`config.mk`:
```
export PLATFORM = sky130hd
export DESIGN_NAME = bus_addr_serializer
export DESIGN_NICKNAME = d
export VERILOG_FILES = /design/src/rtl/bus_addr_serializer_pkg.sv /design/src/rtl/bus_addr_serializer_bit_counter.sv /design/src/rtl/bus_addr_serializer.sv
export SDC_FILE = /design/constraint.sdc
export NUM_CORES = 1
export LEC_CHECK = 0
export BUFFER_PORTS_ARGS = -buffer_cell sky130_fd_sc_hd__buf_2
export CAP_MARGIN = 20
export CORE_MARGIN = 1
export CORE_UTILIZATION = 50
export DETAILED_ROUTE_END_ITERATION = 12
export GPL_TIMING_DRIVEN = 0
export HOLD_SLACK_MARGIN = 0.12
export PLACE_DENSITY_LB_ADDON = 0.05
export SKIP_CTS_REPAIR_TIMING = 1
export SLEW_MARGIN = 20
export SYNTH_ARGS = -nofsm -noshare
export SYNTH_HDL_FRONTEND = slang
export SYNTH_HIERARCHICAL = 1
export SYNTH_SLANG_ARGS = --single-unit
```
`constraint.sdc`:
```
create_clock -name CLK -period 3.6 [get_ports CLK]
set_input_delay 0.18 -clock CLK [delete_from_list [all_inputs] [get_ports CLK]]
set_output_delay 0.18 -clock CLK [all_outputs]
set_load 0.005 [all_outputs]
```
`src/rtl/bus_addr_serializer_pkg.sv`:
```
// Shared serial-bus definitions: address-phase FSM states, default widths,
// reserved slave IDs, and a helper that sizes the phase bit counter.
package bus_addr_serializer_pkg;

  localparam int unsigned DEF_SLV_BITS       = 2;
  localparam int unsigned DEF_MEM_ADDR_WIDTH = 12;

  // Slave ID 0 is never addressable; ID 1 may answer busy in the check slot.
  localparam int unsigned SLV_INVALID = 0;
  localparam int unsigned SLV_SPLIT   = 1;

  typedef enum logic [2:0] {
    ST_IDLE,
    ST_ARB,
    ST_SLV,
    ST_CHK,
    ST_ADDR
  } bus_state_e;

  // Counter must index the longest of the two shifted fields; never below 1 bit.
  function automatic int unsigned cnt_width(input int unsigned a, input int unsigned b);
    int unsigned m;
    m = (a > b) ? a : b;
    return (m < 2) ? 1 : $clog2(m);
  endfunction

endpackage

```
`src/rtl/bus_addr_serializer_bit_counter.sv`:
```
// Up-counter with synchronous clear (priority) and increment enable.
// Ports: CLK, RSTN (async active-low), clr, inc, cnt.
module bit_counter #(
  parameter int unsigned W = 4
) (
  input  logic         CLK,
  input  logic         RSTN,
  input  logic         clr,
  input  logic         inc,
  output logic [W-1:0] cnt
);

  always_ff @(posedge CLK or negedge RSTN) begin
    if (!RSTN) begin
      cnt <= '0;
    end else if (clr) begin
      cnt <= '0;
    end else if (inc) begin
      cnt <= cnt + W'(1);
    end
  end

endmodule

```
`src/rtl/bus_addr_serializer.sv`:
```
// Master-side serial address transmitter. Captures a slave ID and memory
// address, arbitrates for the bus, then shifts the ID, a one-cycle decoder
// check slot, and the address out LSB-first. Aborts when the split slave
// reports busy in the check slot.
// Ports:
//   CLK, RSTN                  clock, async active-low reset
//   M_REQ, M_SLAVE, M_ADDR     master request and target (sampled in IDLE)
//   M_RDY, M_DONE, M_SPLIT,    master status; DONE/SPLIT/ERR are 1-cycle pulses
//   M_ERR
//   B_REQ, B_GRANT             arbiter handshake
//   B_UTIL, A_ADD, B_BUS_OUT   bus in use, address-bit valid, serial data
//   B_SBSY                     split slave busy (looked at in the check slot)
module bus_addr_serializer
  import bus_addr_serializer_pkg::*;
#(
  parameter int unsigned SLV_BITS       = DEF_SLV_BITS,
  parameter int unsigned MEM_ADDR_WIDTH = DEF_MEM_ADDR_WIDTH
) (
  input  logic                      CLK,
  input  logic                      RSTN,
  input  logic                      M_REQ,
  input  logic [SLV_BITS-1:0]       M_SLAVE,
  input  logic [MEM_ADDR_WIDTH-1:0] M_ADDR,
  output logic                      M_RDY,
  output logic                      M_DONE,
  output logic                      M_SPLIT,
  output logic                      M_ERR,
  output logic                      B_REQ,
  input  logic                      B_GRANT,
  output logic                      B_UTIL,
  output logic                      A_ADD,
  output logic                      B_BUS_OUT,
  input  logic                      B_SBSY
);

  localparam int unsigned CNT_W = cnt_width(SLV_BITS, MEM_ADDR_WIDTH);

  localparam logic [CNT_W-1:0]    SLV_LAST  = CNT_W'(SLV_BITS - 1);
  localparam logic [CNT_W-1:0]    ADDR_LAST = CNT_W'(MEM_ADDR_WIDTH - 1);
  localparam logic [SLV_BITS-1:0] ID_INV    = SLV_BITS'(SLV_INVALID);
  localparam logic [SLV_BITS-1:0] ID_SPLIT  = SLV_BITS'(SLV_SPLIT);

  bus_state_e state_q, state_d;

  // slv_id_q keeps the untouched ID for the split check; the _sh copies shift.
  logic [SLV_BITS-1:0]       slv_id_q, slv_id_d;
  logic [SLV_BITS-1:0]       slv_sh_q, slv_sh_d;
  logic [MEM_ADDR_WIDTH-1:0] addr_sh_q, addr_sh_d;

  logic [CNT_W-1:0] cnt;
  logic             cnt_clr, cnt_inc;

  logic m_rdy_d, m_done_d, m_split_d, m_err_d;
  logic b_req_d, b_util_d, a_add_d, bus_d;

  // Counts the bit currently on the line within the SLV or ADDR phase.
  bit_counter #(
    .W (CNT_W)
  ) u_bit_counter (
    .CLK  (CLK),
    .RSTN (RSTN),
    .clr  (cnt_clr),
    .inc  (cnt_inc),
    .cnt  (cnt)
  );

  // State, capture registers and registered outputs.
  always_ff @(posedge CLK or negedge RSTN) begin
    if (!RSTN) begin
      state_q   <= ST_IDLE;
      slv_id_q  <= '0;
      slv_sh_q  <= '0;
      addr_sh_q <= '0;
      M_RDY     <= 1'b1;
      M_DONE    <= 1'b0;
      M_SPLIT   <= 1'b0;
      M_ERR     <= 1'b0;
      B_REQ     <= 1'b0;
      B_UTIL    <= 1'b0;
      A_ADD     <= 1'b0;
      B_BUS_OUT <= 1'b0;
    end else begin
      state_q   <= state_d;
      slv_id_q  <= slv_id_d;
      slv_sh_q  <= slv_sh_d;
      addr_sh_q <= addr_sh_d;
      M_RDY     <= m_rdy_d;
      M_DONE    <= m_done_d;
      M_SPLIT   <= m_split_d;
      M_ERR     <= m_err_d;
      B_REQ     <= b_req_d;
      B_UTIL    <= b_util_d;
      A_ADD     <= a_add_d;
      B_BUS_OUT <= bus_d;
    end
  end

  // Next state and next output values; outputs describe the coming cycle.
  always_comb begin
    state_d   = state_q;
    slv_id_d  = slv_id_q;
    slv_sh_d  = slv_sh_q;
    addr_sh_d = addr_sh_q;
    cnt_clr   = 1'b0;
    cnt_inc   = 1'b0;
    m_rdy_d   = 1'b0;
    m_done_d  = 1'b0;
    m_split_d = 1'b0;
    m_err_d   = 1'b0;
    b_req_d   = 1'b0;
    b_util_d  = 1'b0;
    a_add_d   = 1'b0;
    bus_d     = 1'b0;

    unique case (state_q)
      ST_IDLE: begin
        m_rdy_d = 1'b1;
        if (M_REQ) begin
          slv_id_d  = M_SLAVE;
          slv_sh_d  = M_SLAVE;
          addr_sh_d = M_ADDR;
          cnt_clr   = 1'b1;
          if (M_SLAVE == ID_INV) begin
            m_err_d = 1'b1;
          end else begin
            state_d = ST_ARB;
            m_rdy_d = 1'b0;
            b_req_d = 1'b1;
          end
        end
      end

      ST_ARB: begin
        if (B_GRANT) begin
          // First ID bit goes out in the very first SLV cycle.
          state_d  = ST_SLV;
          b_util_d = 1'b1;
          a_add_d  = 1'b1;
          bus_d    = slv_sh_q[0];
          slv_sh_d = slv_sh_q >> 1;
        end else begin
          b_req_d = 1'b1;
        end
      end

      ST_SLV: begin
        b_util_d = 1'b1;
        if (cnt == SLV_LAST) begin
          state_d = ST_CHK;
          cnt_clr = 1'b1;
        end else begin
          a_add_d  = 1'b1;
          bus_d    = slv_sh_q[0];
          slv_sh_d = slv_sh_q >> 1;
          cnt_inc  = 1'b1;
        end
      end

      ST_CHK: begin
        if ((slv_id_q == ID_SPLIT) && B_SBSY) begin
          state_d   = ST_IDLE;
          m_split_d = 1'b1;
          m_rdy_d   = 1'b1;
        end else begin
          state_d   = ST_ADDR;
          b_util_d  = 1'b1;
          a_add_d   = 1'b1;
          bus_d     = addr_sh_q[0];
          addr_sh_d = addr_sh_q >> 1;
          cnt_clr   = 1'b1;
        end
      end

      ST_ADDR: begin
        if (cnt == ADDR_LAST) begin
          state_d  = ST_IDLE;
          m_done_d = 1'b1;
          m_rdy_d  = 1'b1;
        end else begin
          b_util_d  = 1'b1;
          a_add_d   = 1'b1;
          bus_d     = addr_sh_q[0];
          addr_sh_d = addr_sh_q >> 1;
          cnt_inc   = 1'b1;
        end
      end

      default: begin
        state_d = ST_IDLE;
        m_rdy_d = 1'b1;
      end
    endcase
  end

endmodule

```
==> results.md <==
* Final Slew Violations at 0
* Setup slack after layout at 1.43 ns
* H-tree Lvls at 2
* Core Box Area at about 0.0028 mm²
* Top achievable clock speed at roughly 460 MHz
* Io pins at 27
* Top post-synthesis cells by area: dfrtp_1 (49%), mux2i_1 (9.2%), o21ai_0 (4.6%)
* Final Total Pwr at about 1.4 mW
* Reg2reg setup slack at roughly 1.4 ns
* Worst hold path startpoint: M_ADDR[8]
* Min-Delay Path Depth at 3
* Routed wl met2 at about 1.3 mm
* Synth warnings at 6
* Simple-gate share of the synthesized area at 0.187
* Critical-path maximum fanout at 10
* FF-to-FF path depth at 6
* Worst Hold End: addr_sh_q[8]$_DFFE_PN0P_
* Vias in the first global route at about 1100
* Sequential fraction of design power at 0.400
* Fin. Hold Viols at 0
* Seq/Total Area, Yosys at 0.509
* Commonest non-fill, non-tap cell in the layout: dfrtp_1
* Vias at 1114
* Clk_lat worst skew at between 0.3 and 0.4 ns
* Failing checks: DRC
* Synth Register Bits at 31
* Hold Crit Class: input port to flip-flop
* Multi-input gate area in the final layout at 688 µm²
* Crit end category: flip-flop
* Share of the synthesized area in the top cell type at 0.492
* Critical path arrival at 2.39 ns
* Ratio of final minimum period to clock period at 0.603
* Seq. cell area at around 800 µm²
* Commonest cells after routing, fill and taps aside: dfrtp_1 (30), buf_2 (27), nand2_1 (17), o21ai_0 (14), mux2i_1 (14)
* Wirelength, routed at around 2.7 mm
* Die height at between 50 and 60 µm
* FP Rows at 19
* Initial DRC Count at 27
* Mapped cell area at between 0.0015 and 0.002 mm²
* Via density at around 5.4
* RSZ-0062 raised after global routing: false
* Clk slew on worst S/H paths at about 0.09 ns
* Die area at 0.00328 mm²
* Clock skew at between 0.006 and 0.007 ns
* Port bufs at 26
* Async SR Flop Fraction at 1.00
* Combinational family with the most area after synthesis: simple AND/OR/NAND/NOR gates
* GRT Util Overall at 0.184
* Internal at 883 µW
* Worst reg2reg path startpoint: state_q[1]$_DFFE_PN0P_
* Clock power share at 0.132
* Global route overflow at 0
* First-pass GRT wire length at between 4 and 5 mm
* Starting Density at 0.540
* Leading area contributor after synthesis: dfrtp_1
* Nets@finish at around 200
* Iteration count of the initial detailed-routing pass at 8
* M1 WL at between 1 and 1.5 mm
* VDD IR max at between 300 and 400 µV
* Worst-case clock buffer depth at 2
* ANT cells at 0
* CTS tree: built
* EDFF count, synth at 0
* Comb pwr share at 0.468
* Avg Synthesized Cell Area at approximately 11 µm²
* Worst Setup Path Type: flip-flop to flip-flop
* WL per Instance at roughly 13 µm
* Routability cong. at 0.789
* Syn Inst Count at 139
* Final worst path period need at around 2.2 ns
* P_leak at 0.914 nW
* Setup WS pre-CTS at roughly 1.4 ns
* Initial antenna violation count at 0
* Ys flop type: dfrtp_1
* Layout area overhead at 17.0%
* WP data required at about 3.8 ns
* Worst Tran Pin Value at 0.714 ns
* Max Cap Viol at 0
* Yosys cell types at 38
* Clock sink count at 31
* XOR/XNOR Fraction of Synth Area at 0.00574
* Post-synthesis compound-gate area fraction at 0.134
* Layout cells sized above 1 at 0.260
* NetSw at approximately 550 µW
* Slew HR at 0.517
* Met3 WL at between 100 and 150 µm
* Layout fillers at ~250
* CTS Buf Count at 5
* Top sig layer: met4
* Dpl hpwl at approximately 2.0 mm
* Status: finished, violations left
* Reg-to-Reg End: u_bit_counter/cnt[3]$_DFFE_PN0P_
* Crit start category: flip-flop
* Clock root cell: clkbuf_4
* ANT nets after route at 0
* Syn nets at 159
* Largest net degree at the start of global routing at 32
* Die X at around 57 µm
* Synth Area in Adders at 0.00820
* Sw Share at 0.382
* PwrDens at 800 mW/mm²
* Setup total negative slack at 0 ns
* Residual DRC count at 7
* Final setup viols at 0
* Mux share of post-synthesis cell area at 0.116
* Critical Path Source: state_q[1]$_DFFE_PN0P_
-- critical path, stage by stage, from the launching register on --
cell	delay (ns)
dfrtp_1	0.46
buf_2	0.24
inv_1	0.09
or3_1	0.37
a21oi_1	0.41
nand4_1	0.18
mux2_4	0.32
-- logic make-up (layout without fill, tap and decap cells) --
group | after synthesis | after routing
AOI/OAI and AO/OA | 32 | 32
xor gates and xnor gates | 1 | 1
adders and majority gates | 1 | 1
buffers and inverters | 10 | 48
DFF | 31 | 31
muxes | 17 | 17
and+or+nand+nor | 47 | 47
-- stage by stage --
stage	hold WS (ns)	instance area, µm²	utilization	std cells
final	0.132	1790	0.631	208
after floorplan	-0.116	1530	-	139
after CTS	-0.0991	1750	0.617	204
after global placement	0.247	1700	0.599	196
after global routing	0.149	1790	0.631	208
after detailed placement	0.260	1700	0.599	196
-- synthesized netlist by cell type, drive strengths merged, types with 3 or more instances --
cell type	n
nand2	17
mux2	3
nand2b	4
mux2i	14
dfrtp	30
nor2	8
a21oi	6
buf	4
o21ai	17
nand3b	4
inv	4
nor2b	3
-- registers in the layout (all words and copies together), names as in the netlist --
register           count
B_UTIL                 1
M_RDY                  1
slv_id_q               2
addr_sh_q             12
M_SPLIT                1
M_DONE                 1
u_bit_counter/cnt      4
B_BUS_OUT              1
M_ERR                  1
B_REQ                  1
A_ADD                  1
state_q                3
slv_sh_q               2
-- power by group through the flow --
| stage | logic, mW | clock network [mW] | registers (mW) |
|---|---|---|---|
| finish | 0.669 | 0.188 | 0.572 |
| detailed placement | 0.676 | 0 | 0.580 |
| global route | 0.759 | 0.207 | 0.587 |
| floorplan | 0.527 | 0 | 0.567 |
| global placement | 0.654 | 0 | 0.573 |
| CTS | 0.678 | 0.196 | 0.573 |
-- per-layer routing --
layer	track usage	vias to the layer above
met1	0.221	518
li1	-	563
met4	0.111	0
met5	0	-
met3	0.0408	8
met2	0.301	25
-- area by class of cell --
| class | instances | share of cell area |
|---|---|---|
| flip-flops and latches | 31 | 0.435 |
| inverters | 4 | 0.00841 |
| repair buffers | 30 | 0.0953 |
| clock inverters | 1 | 0.00280 |
| well taps | 31 | 0.0217 |
| plain buffers | 6 | 0.0259 |
| multi-input cells | 98 | 0.385 |
| clock buffers | 7 | 0.0252 |
-- worst max-delay path by stage --
stage                                                   to  depth (start not counted)
after detailed placement  u_bit_counter/cnt[3]$_DFFE_PN0P_                          6
after CTS                 u_bit_counter/cnt[3]$_DFFE_PN0P_                          6
after global routing      u_bit_counter/cnt[3]$_DFFE_PN0P_                          6
after floorplan           u_bit_counter/cnt[3]$_DFFE_PN0P_                          6
final                     u_bit_counter/cnt[3]$_DFFE_PN0P_                          6
after global placement    u_bit_counter/cnt[3]$_DFFE_PN0P_                          6
(Power assumes the default switching activity.)
